File: src/rtl/clock_set_ctrl.sv
// clock_set_ctrl: mode/adjust controller for a digital clock.
// Two push-buttons are synchronized and debounced. The mode button steps
// RUN -> SET_H -> SET_M -> SET_S -> RUN. The adjust button issues increment
// pulses for the field being edited, with hold-to-repeat.
// Ports:
//   clk, reset        system clock (rising edge), async active-high reset
//   btn_mode, btn_adj raw active-high push-buttons, asynchronous to clk
//   tick_1hz          one-cycle pulse every CLK_HZ cycles while in RUN
//   adj_hour/min/sec  one-cycle increment pulses for the edited field
//   mode              0 RUN, 1 SET_H, 2 SET_M, 3 SET_S
//   blink             display enable for the edited field (1 = show)
module clock_set_ctrl #(
  parameter int unsigned CLK_HZ  = 100000,
  parameter int unsigned DEB_MS  = 20,
  parameter int unsigned HOLD_MS = 500,
  parameter int unsigned RPT_MS  = 100
) (
  input  logic       clk,
  input  logic       reset,
  input  logic       btn_mode,
  input  logic       btn_adj,
  output logic       tick_1hz,
  output logic       adj_hour,
  output logic       adj_min,
  output logic       adj_sec,
  output logic [1:0] mode,
  output logic       blink
);

  localparam int unsigned DEB_CYC  = CLK_HZ * DEB_MS / 1000;
  localparam int unsigned HOLD_CYC = CLK_HZ * HOLD_MS / 1000;
  localparam int unsigned RPT_CYC  = CLK_HZ * RPT_MS / 1000;
  localparam int unsigned BLK_CYC  = CLK_HZ / 4;
  localparam int unsigned RPT_MAX  = (HOLD_CYC > RPT_CYC) ? HOLD_CYC : RPT_CYC;

  localparam int unsigned DEB_W = (DEB_CYC > 1) ? $clog2(DEB_CYC) : 1;
  localparam int unsigned SEC_W = (CLK_HZ  > 1) ? $clog2(CLK_HZ)  : 1;
  localparam int unsigned RPT_W = (RPT_MAX > 1) ? $clog2(RPT_MAX) : 1;
  localparam int unsigned BLK_W = (BLK_CYC > 1) ? $clog2(BLK_CYC) : 1;

  // Reject parameter sets whose derived timings round down to zero cycles
  if (DEB_CYC == 0 || HOLD_CYC == 0 || RPT_CYC == 0 || BLK_CYC == 0) begin : g_bad_params
    $error("clock_set_ctrl: derived cycle counts must all be >= 1");
  end

  typedef enum logic [1:0] {
    RUN   = 2'd0,
    SET_H = 2'd1,
    SET_M = 2'd2,
    SET_S = 2'd3
  } state_e;

  // ---------------------------------------------------------------------
  // Button front end: bit 0 = mode, bit 1 = adjust
  // ---------------------------------------------------------------------
  logic [1:0]       btn_raw;
  logic [1:0]       btn_sync1;
  logic [1:0]       btn_sync2;
  logic [1:0]       btn_deb;
  logic [1:0]       btn_deb_q;
  logic [1:0]       btn_press;
  logic [DEB_W-1:0] deb_cnt [2];

  assign btn_raw = {btn_adj, btn_mode};

  // 2-flop synchronizer, counting debouncer and registered rising-edge detect
  always_ff @(posedge clk or posedge reset) begin
    if (reset) begin
      btn_sync1 <= '0;
      btn_sync2 <= '0;
      btn_deb   <= '0;
      btn_deb_q <= '0;
      btn_press <= '0;
      for (int i = 0; i < 2; i++) deb_cnt[i] <= '0;
    end else begin
      btn_sync1 <= btn_raw;
      btn_sync2 <= btn_sync1;
      btn_deb_q <= btn_deb;
      btn_press <= btn_deb & ~btn_deb_q;
      for (int i = 0; i < 2; i++) begin
        if (btn_sync2[i] != btn_deb[i]) begin
          if (deb_cnt[i] == DEB_W'(DEB_CYC - 1)) begin
            btn_deb[i] <= btn_sync2[i];
            deb_cnt[i] <= '0;
          end else begin
            deb_cnt[i] <= deb_cnt[i] + DEB_W'(1);
          end
        end else begin
          deb_cnt[i] <= '0;
        end
      end
    end
  end

  logic mode_press;
  logic adj_press;
  logic adj_level;

  assign mode_press = btn_press[0];
  assign adj_press  = btn_press[1];
  assign adj_level  = btn_deb[1];

  // ---------------------------------------------------------------------
  // Mode FSM and output datapath
  // ---------------------------------------------------------------------
  state_e           state;
  state_e           state_nxt;
  logic             mode_chg;
  logic             adj_fire;

  logic [SEC_W-1:0] sec_cnt;
  logic [SEC_W-1:0] sec_cnt_nxt;
  logic [RPT_W-1:0] rpt_cnt;
  logic [RPT_W-1:0] rpt_cnt_nxt;
  logic [RPT_W-1:0] rpt_lim;
  logic             rpt_arm;
  logic             rpt_arm_nxt;
  logic             rpt_first;
  logic             rpt_first_nxt;
  logic [BLK_W-1:0] blk_cnt;
  logic [BLK_W-1:0] blk_cnt_nxt;

  logic             tick_nxt;
  logic             hour_nxt;
  logic             min_nxt;
  logic             sec_nxt;
  logic             blink_nxt;

  assign mode = state;

  // State register
  always_ff @(posedge clk or posedge reset) begin
    if (reset) state <= RUN;
    else       state <= state_nxt;
  end

  // Next state, counters and next output values
  always_comb begin
    state_nxt     = state;
    mode_chg      = 1'b0;
    adj_fire      = 1'b0;
    sec_cnt_nxt   = '0;
    tick_nxt      = 1'b0;
    rpt_arm_nxt   = 1'b0;
    rpt_first_nxt = 1'b0;
    rpt_cnt_nxt   = '0;
    rpt_lim       = rpt_first ? RPT_W'(HOLD_CYC - 1) : RPT_W'(RPT_CYC - 1);
    blk_cnt_nxt   = '0;
    blink_nxt     = 1'b1;
    hour_nxt      = 1'b0;
    min_nxt       = 1'b0;
    sec_nxt       = 1'b0;

    // A mode press always wins over a same-cycle adjust press
    if (mode_press) begin
      mode_chg = 1'b1;
      case (state)
        RUN:     state_nxt = SET_H;
        SET_H:   state_nxt = SET_M;
        SET_M:   state_nxt = SET_S;
        default: state_nxt = RUN;
      endcase
    end

    // Seconds prescaler runs only while staying in RUN, otherwise held at 0
    if (state == RUN && !mode_chg) begin
      if (sec_cnt == SEC_W'(CLK_HZ - 1)) tick_nxt = 1'b1;
      else                               sec_cnt_nxt = sec_cnt + SEC_W'(1);
    end

    // Adjust press and hold-to-repeat; any mode change or release disarms
    if (state != RUN && !mode_chg) begin
      if (adj_press) begin
        adj_fire      = 1'b1;
        rpt_arm_nxt   = 1'b1;
        rpt_first_nxt = 1'b1;
      end else if (rpt_arm && adj_level) begin
        rpt_arm_nxt = 1'b1;
        if (rpt_cnt == rpt_lim) begin
          adj_fire = 1'b1;
        end else begin
          rpt_first_nxt = rpt_first;
          rpt_cnt_nxt   = rpt_cnt + RPT_W'(1);
        end
      end
    end

    hour_nxt = adj_fire && (state == SET_H);
    min_nxt  = adj_fire && (state == SET_M);
    sec_nxt  = adj_fire && (state == SET_S);

    // Blink restarts visible on every mode change and every adjust pulse
    if (state != RUN && !mode_chg && !adj_fire) begin
      if (blk_cnt == BLK_W'(BLK_CYC - 1)) begin
        blink_nxt = ~blink;
      end else begin
        blk_cnt_nxt = blk_cnt + BLK_W'(1);
        blink_nxt   = blink;
      end
    end
  end

  // Datapath and output registers
  always_ff @(posedge clk or posedge reset) begin
    if (reset) begin
      sec_cnt   <= '0;
      rpt_cnt   <= '0;
      rpt_arm   <= 1'b0;
      rpt_first <= 1'b0;
      blk_cnt   <= '0;
      tick_1hz  <= 1'b0;
      adj_hour  <= 1'b0;
      adj_min   <= 1'b0;
      adj_sec   <= 1'b0;
      blink     <= 1'b1;
    end else begin
      sec_cnt   <= sec_cnt_nxt;
      rpt_cnt   <= rpt_cnt_nxt;
      rpt_arm   <= rpt_arm_nxt;
      rpt_first <= rpt_first_nxt;
      blk_cnt   <= blk_cnt_nxt;
      tick_1hz  <= tick_nxt;
      adj_hour  <= hour_nxt;
      adj_min   <= min_nxt;
      adj_sec   <= sec_nxt;
      blink     <= blink_nxt;
    end
  end

endmodule

File: config.mk
export PLATFORM = sky130hd
export DESIGN_NAME = clock_set_ctrl
export DESIGN_NICKNAME = d
export VERILOG_FILES = /design/src/rtl/clock_set_ctrl.sv
export SDC_FILE = /design/constraint.sdc
export NUM_CORES = 1
export LEC_CHECK = 0
export BUFFER_PORTS_ARGS = -buffer_cell sky130_fd_sc_hd__buf_2
export CORE_ASPECT_RATIO = 0.8
export CORE_MARGIN = 1
export CORE_UTILIZATION = 55
export DETAILED_ROUTE_END_ITERATION = 16
export PLACE_DENSITY = 0.72
export SYNTH_ARGS = -nofsm -noshare
export SYNTH_HDL_FRONTEND = slang
export SYNTH_SLANG_ARGS = --single-unit
File: constraint.sdc
create_clock -name clk -period 7.4 [get_ports clk]
set_input_delay 0.37 -clock clk [delete_from_list [all_inputs] [get_ports clk]]
set_output_delay 0.37 -clock clk [all_outputs]
set_load 0.005 [all_outputs]
==> results of run 1 <==
power by group:
group	internal (W)	leakage, nW	total (W)	switching [W]
Combinational	0.00000409	0.539	0.0000170	0.0000129
Sequential	0.000490	1.21	0.000492	0.00000239
Clock	0.000142	0.0959	0.000314	0.000172
Total	0.000636	1.85	0.000823	0.000187
worst max-delay path by stage:
| stage | depth (start not counted) | slack (ns) | end | from |
|---|---|---|---|---|
| 2_1_floorplan | 1 | 4.72 | adj_hour | reset |
| 3_3_place_gp | 5 | 5.32 | blk_cnt[1] | rpt_cnt[0] |
| 3_5_place_dp | 5 | 5.30 | blk_cnt[10] | rpt_cnt[0] |
| 4_1_cts | 5 | 5.29 | blk_cnt[1] | rpt_cnt[0] |
| 5_1_grt | 5 | 5.10 | blk_cnt[6] | rpt_cnt[0] |
| 6_report | 5 | 5.27 | blk_cnt[1] | rpt_cnt[0] |
layer usage:
layer / share of wire [%] / global-route usage (%) / vias up
li1: - / - / 1411
met1: 50 / 26.9 / 1336
met2: 46 / 31.9 / 31
met3: 2.8 / 5.52 / 4
met4: 0.76 / 5.37 / 0
met5: 0 / 0 / -
through the flow:
stage	instance area [sq um]	instances	hold WS, ns	setup WS, ns
final	4460	508	0.118	5.27
after global routing	4460	508	0.104	5.10
after CTS	4460	508	0.101	5.29
after detailed placement	4270	492	0.336	5.30
after global placement	4270	492	0.333	5.32
after floorplan	4140	403	0.331	4.72
registers in the layout (all words and copies together), names as in the netlist:
| signal | flops |
|---|---|
| sec_cnt | 17 |
| adj_hour | 1 |
| btn_sync1 | 2 |
| blk_cnt | 15 |
| mode | 2 |
| adj_min | 1 |
| rpt_cnt | 16 |
| btn_sync2 | 2 |
| rpt_first | 1 |
| tick_1hz | 1 |
| deb_cnt | 22 |
| adj_sec | 1 |
| btn_deb_q | 2 |
| rpt_arm | 1 |
| btn_press | 2 |
| btn_deb | 2 |
| blink | 1 |
cells by family after synthesis:
| logic type | after synthesis | synth area share [%] |
|---|---|---|
| buffers and inverters | 19 | 1.84 |
| muxes | 3 | 0.785 |
| adders and majority gates | 9 | 2.72 |
| AOI/OAI and AO/OA | 25 | 3.68 |
| DFF | 89 | 53.8 |
| and+or+nand+nor | 203 | 25.6 |
| xor gates and xnor gates | 55 | 11.6 |
synthesized netlist by cell type:
cell       n
or3_1      6
nand3_4    1
buf_2      4
nor4b_1    2
o21ba_2    1
a31o_2     1
o31ai_1    2
o21ai_2    1
clkbuf_1   5
dfstp_2    1
or3_4      1
a21oi_1    8
mux2_2     2
xnor2_1   30
nor3_1    24
nand4_1   13
inv_1     10
a211oi_1   1
nor4_1     5
nand3b_1   1
and2_1     2
or2_2      2
mux2i_1    1
or4_1      2
and3_1     7
and3_2     1
nor3b_1    1
nor2b_1    3
o21ai_0   10
nand2b_1   4
nand3_1   22
nand2_1   30
xor2_1    25
nor3_2     1
nor4bb_1   7
ha_1       9
dfrtp_1   88
and4_1     7
a211oi_2   1
nor2_1    61
final cells by class:
type	instances	area, sq um	area share [%]
clock buffers	11	151	3.39
clock inverters	5	38.8	0.869
inverters	10	38.8	0.869
multi-input cells	295	1840	41.2
flip-flops and latches	89	2230	49.9
well taps	87	109	2.44
repair buffers	11	57.6	1.29
cells in the final DEF, fill, tap and decap left out, drive strengths merged, types with 3 or more instances in the layout:
cell / instances
dfrtp: 88
nor2: 61
xnor2: 30
nand2: 30
xor2: 25
nor3: 25
nand3: 23
nand4: 13
clkbuf: 11
o21ai: 11
buf: 11
inv: 10
ha: 9
a21oi: 8
and3: 8
and4: 7
nor4bb: 7
or3: 7
nor4: 5
nand2b: 4
clkinv: 4
nor2b: 3
==> results by group, run 1 <==
Power and ir drop
  • PD cells: 184 nW/um^2
  • Peak supply drop: 0.126 mV
  • Total Power: 0.000823 W
  • Leakage power: 1.85 nW

Clock tree
  • Cts hold-fix bufs: 0
  • Post-cts sizing count: 0
  • TritonCTS Buffers: 9
  • Clock sinks: 89
  • TritonCTS clock tree: done
  • Postcts setup bufs: 0
  • Clk slew on worst S/H paths: 0.09 ns
  • Htree depth: 3
  • CTS Buffer Depth: 2
  • Root Buffer: clkbuf_8
  • Clk_lat worst skew: 0.35 ns

Floorplan
  • Die width: 99.0 microns
  • Die Height: 79.6 microns
  • Die area: 7890 sq um
  • Core area: 7090 sq um
  • Initial Utilization: 58.4%
  • I/O Pins: 11
  • Num rows: 27

Timing
  • Crit share post-route: 28.7%
  • Worst rel slew slack: 28.9%
  • Worst slew pin tran: 1.07 ns
  • Period minus WS final: 2.13 ns
  • Fin. Hold Viols: 0
  • Setup-failing EPs final: 0
  • Unrepaired setup endpoints after global routing: no
  • Clk_skew: 0.0101 ns
  • Final Slew Violations: 0
  • Peak Freq: 470 MHz
  • Setup_tns: 0 ns

Critical path
  • R2r setup slk: 5.27 ns
  • Slowest-stage cell, CP: nor3_2
  • Setup crit end kind: flop
  • Buffers & Inverters on Critical Path: 0
  • Req. time, crit path: 7.59 ns
  • Max stage delay on crit path: 0.80 ns
  • Crit path DAT: 2.32 ns
  • Setup CP Type: reg2reg
  • CP delay by family, top: simple AND/OR/NAND/NOR gates
  • Critical Path Source Type: flop
  • Crit path cell chain: ha_1 -> and3_1 -> nand4_1 -> nor3_2 -> nor3b_1
  • Reg2reg end: blk_cnt[1]
  • Critical Path Fanout Max: 16
  • R2R cell count: 5
  • FF-to-FF Start: rpt_cnt[0]

Final layout
  • Post-layout util: 62.9%
  • Fin nets: 429
  • Synthesis-to-layout area growth: 7.70%
  • Inserted Diodes: 0
  • Layout cells sized above 1: 9.74%
  • Filler cells: 568

Global routing
  • Initial antenna violation count: 0
  • GRT Residual Overflow: 0
  • Vias in the first global route: 2692
  • Largest net degree at the start of global routing: 90
  • Global-route wire length before repair: 12300 microns
  • Gr usage total: 19.9%

Synthesis
  • Yosys top cell by area: dfrtp_1
  • Synthesis-stage register bit count: 89
  • Synth top area share: 53.1%
  • Synth area leaders: dfrtp_1 53%, xnor2_1 6.3%, nor2_1 5.5%
  • Mapped Cells: 403
  • Yosys Warn Count: 0
  • Synth unique cells: 40
  • Register area share after synthesis: 53.8%
  • Synth Area per Inst: 10.3 sq um
  • Area of the mapped netlist: 4140 sq um
  • Synthesized Nets: 416

Hold path
  • Worst Hold Path EP: btn_sync1[0]
  • Worst hold path stage count: 1
  • Hold_sp: btn_mode
  • Hold Path Class: in2reg

Placement
  • GPL Wtd Cong: 0.790
  • Hpwl dp: 4560 microns
  • Count of input and output buffers: 10

Route
  • Initial DRT Pass Iterations: 4
  • Via density: 5.48
  • DRT Wirelength: 6800 microns
  • DRT antenna net count: 0
  • Routed via count: 2782
  • Routed wire length per instance: 13.4 microns
  • Initial DRC count: 150
  • DRC: 0

Run
  • Max-cap violation count: 0

Status
  • Status: completed
Power figures use the tool's default switching activity.
==> inputs of run 2 (changes only) <==
PLACE_DENSITY = 0.74   (was 0.72)
clock period = 1.8 ns   (was 7.4 ns; I/O delays follow)
==> run 2 against run 1 <==
  * Die area unchanged
  * Flip-flop and latch count unchanged
  * Worst hold slack better by 0.24 ns
  * Fmax up 23%
  * Clock skew down 0.0023 ns
  * Critical path type unchanged
  * Clock power rose to 4.3 times the previous value
==> results by group, run 2 (synthesized netlist as in run 1, its figures left out) <==
Clock tree
  • TritonCTS Buffers: 9 (unchanged)
  • Clock sinks: 89 (unchanged)
  • TritonCTS clock tree: done (unchanged)
  • Postcts setup bufs: 0 (unchanged)
  • Root Buffer: clkbuf_8 (unchanged)
  • Clk slew on worst S/H paths: 0.09 ns (about the same)
  • CTS Buffer Depth: 2 (unchanged)
  • Htree depth: 3 (unchanged)
  • Clk_lat worst skew: 0.36 ns (was 0.35 ns)

Placement
  • Count of input and output buffers: 10 (unchanged)
  • Place WS: 0.121 ns (was 5.30 ns)
  • Hpwl dp: 4730 microns (was 4560 microns)
  • Post-DP Area: 4360 sq um (was 4270 sq um)
  • GPL Wtd Cong: 0.837 (was 0.790)
  • Inst Count DP: 502 (was 492)

Final layout
  • Max FFs per register: 22 (unchanged)
  • Leading cell type in the layout, fill and taps excluded: dfrtp_1 (unchanged)
  • Synthesis-to-layout area growth: 10.8% (was 7.70%)
  • Inserted Diodes: 0 (unchanged)
  • Fin nets: 442 (was 429)
  • Largest regs: deb_cnt: 22 flops, sec_cnt: 17 flops, rpt_cnt: 16 flops (unchanged)
  • Layout cells sized above 1: 12.0% (was 9.74%)
  • Most frequent cells in the layout: 88 x dfrtp_1, 61 x nor2_1, 30 x xnor2_1, 30 x nand2_1, 25 x xor2_1 (unchanged)
  • Final non-filler cell total: 520 (was 508)
  • Post-Layout Inst Area: 4590 sq um (was 4460 sq um)
  • Largest Register: deb_cnt (unchanged)

Critical path
  • Crit path DAT: 2.02 ns (was 2.32 ns)
  • R2R cell count: 5 (unchanged)
  • Setup crit end kind: flop (unchanged)
  • CP delay by family, top: simple AND/OR/NAND/NOR gates (unchanged)
  • Critical Path Fanout Max: 6 (was 16)
  • FF-to-FF Start: sec_cnt[0] (was rpt_cnt[0])
  • Reg2reg end: sec_cnt[16] (was blk_cnt[1])
  • Slowest-stage cell, CP: dfrtp_1 (was nor3_2)
  • Crit path cell chain: ha_1 -> and4_1 -> nand3_1 -> or3_1 -> a21oi_1 (was ha_1 -> and3_1 -> nand4_1 -> nor3_2 -> nor3b_1)
  • R2r setup slk: 0.07 ns (was 5.27 ns)
  • Req. time, crit path: 2.09 ns (was 7.59 ns)
  • Buffers & Inverters on Critical Path: 0 (unchanged)
  • Instance count on the critical path: 5 (unchanged)
  • Critical Path Source Type: flop (unchanged)
  • Setup CP Type: reg2reg (unchanged)
  • Max stage delay on crit path: 0.41 ns (was 0.80 ns)

Power and ir drop
  • PD cells: 751 nW/um^2 (was 184 nW/um^2)
  • Leakage power: 1.91 nW (was 1.85 nW)
  • Peak supply drop: 0.656 mV (was 0.126 mV)

Floorplan
  • I/O Pins: 11 (unchanged)
  • Die width: 99.0 microns (unchanged)
  • Initial Utilization: 58.4% (unchanged)
  • Num rows: 27 (unchanged)
  • Die area: 7890 sq um (unchanged)
  • Core area: 7090 sq um (unchanged)
  • Die Height: 79.6 microns (unchanged)

Timing
  • Setup ws final: 0.0715 ns (was 5.27 ns)
  • Period minus WS final: 1.73 ns (was 2.13 ns)
  • Worst slew pin tran: 0.445 ns (was 1.07 ns)
  • Peak Freq: 579 MHz (was 470 MHz)
  • Unrepaired setup endpoints after global routing: no (unchanged)
  • Setup-failing EPs final: 0 (unchanged)
  • Worst rel slew slack: 70.4% (was 28.9%)
  • Clk_skew: 0.00779 ns (was 0.0101 ns)
  • Crit share post-route: 96.0% (was 28.7%)
  • Fin. Hold Viols: 0 (unchanged)
  • Setup_tns: 0 ns (unchanged)
  • Final Slew Violations: 0 (unchanged)

Route
  • DRT antenna net count: 0 (unchanged)
  • Initial DRT Pass Iterations: 4 (unchanged)
  • Routed via count: 2846 (was 2782)
  • Routed wire length per instance: 13.5 microns (was 13.4 microns)
  • DRC: 0 (unchanged)
  • DRT Wirelength: 7000 microns (was 6800 microns)
  • Via density: 5.47 (was 5.48)
  • Initial DRC count: 142 (was 150)

Hold path
  • Hold_sp: btn_sync1[0] (was btn_mode)
  • Hold Path Class: reg2reg (was in2reg)
  • Worst hold path stage count: 0 (was 1)
  • Worst Hold Path EP: btn_sync2[0] (was btn_sync1[0])

Global routing
  • GRT Residual Overflow: 0 (unchanged)
  • Largest net degree at the start of global routing: 90 (unchanged)
  • Gr usage total: 20.0% (was 19.9%)
  • Initial antenna violation count: 0 (unchanged)
  • Vias in the first global route: 2715 (was 2692)
  • Global-route wire length before repair: 12300 microns (about the same)

Run
  • Max-cap violation count: 0 (unchanged)

Status
  • Status: completed (unchanged)
## run 2: report_power, final
group / total, W / leakage (nW) / internal, W / switching (W)
Clock: 0.00135 / 0.0998 / 0.000641 / 0.000705
Combinational: 0.0000802 / 0.603 / 0.0000249 / 0.0000554
Sequential: 0.00202 / 1.21 / 0.00201 / 0.00000967
## run 2: final cells by class
cell class,count,area (sq um)
Clock buffer,9,124
Clock inverter,6,66.3
Fill cell,563,2500
Inverter,10,41.3
Multi-Input combinational cell,295,1850
Sequential cell,89,2230
Tap cell,87,109
Timing Repair Buffer,24,175
## run 2: worst max path at each step
stage                     startpoint     endpoint  slack [ns]
after floorplan           sec_cnt[0]  sec_cnt[10]        0.07
after global placement    rpt_cnt[0]    rpt_first        0.18
after detailed placement  rpt_cnt[0]  rpt_cnt[14]        0.12
after CTS                 sec_cnt[0]  sec_cnt[16]         0.1
after global routing      blk_cnt[3]  blk_cnt[13]       0.007
final                     sec_cnt[0]  sec_cnt[16]        0.07
## run 2: timing repair
action                     CTS  global route
hold buffers                 3             0
setup endpoints to repair    0            19
hold endpoints to repair    90             0
resized for setup            0             2
## run 2: metal layers
metal  part of all wire, %  routed length (microns)  global-route usage, %  up-vias
met2                    46                     3250                   32.4       39
met1                    49                     3430                   25.4     1358
met4                   1.4                       96                   7.61        0
met5                     0                        0                      0        -
met3                   3.2                      226                   5.87       11
li1                      -                        -                      -     1438
## run 2: metrics by stage
stage          utilization, %  hold slack, ns  power (W)
2_1_floorplan               -           0.121    0.00212
3_3_place_gp             61.5           0.198    0.00214
3_5_place_dp             61.5           0.200    0.00214
4_1_cts                  64.6           0.344    0.00350
5_1_grt                  64.7           0.360    0.00359
6_report                 64.7           0.354    0.00345
## run 2: worst register-to-register path: cells and delay by family, from the launching register on
kind                     cells  cell delay (ns)
AND/OR/NAND/NOR              3             0.86
adder cells (fa/ha/maj)      1             0.22
flip-flops                   1             0.41
AO/OA/AOI/OAI                1             0.17
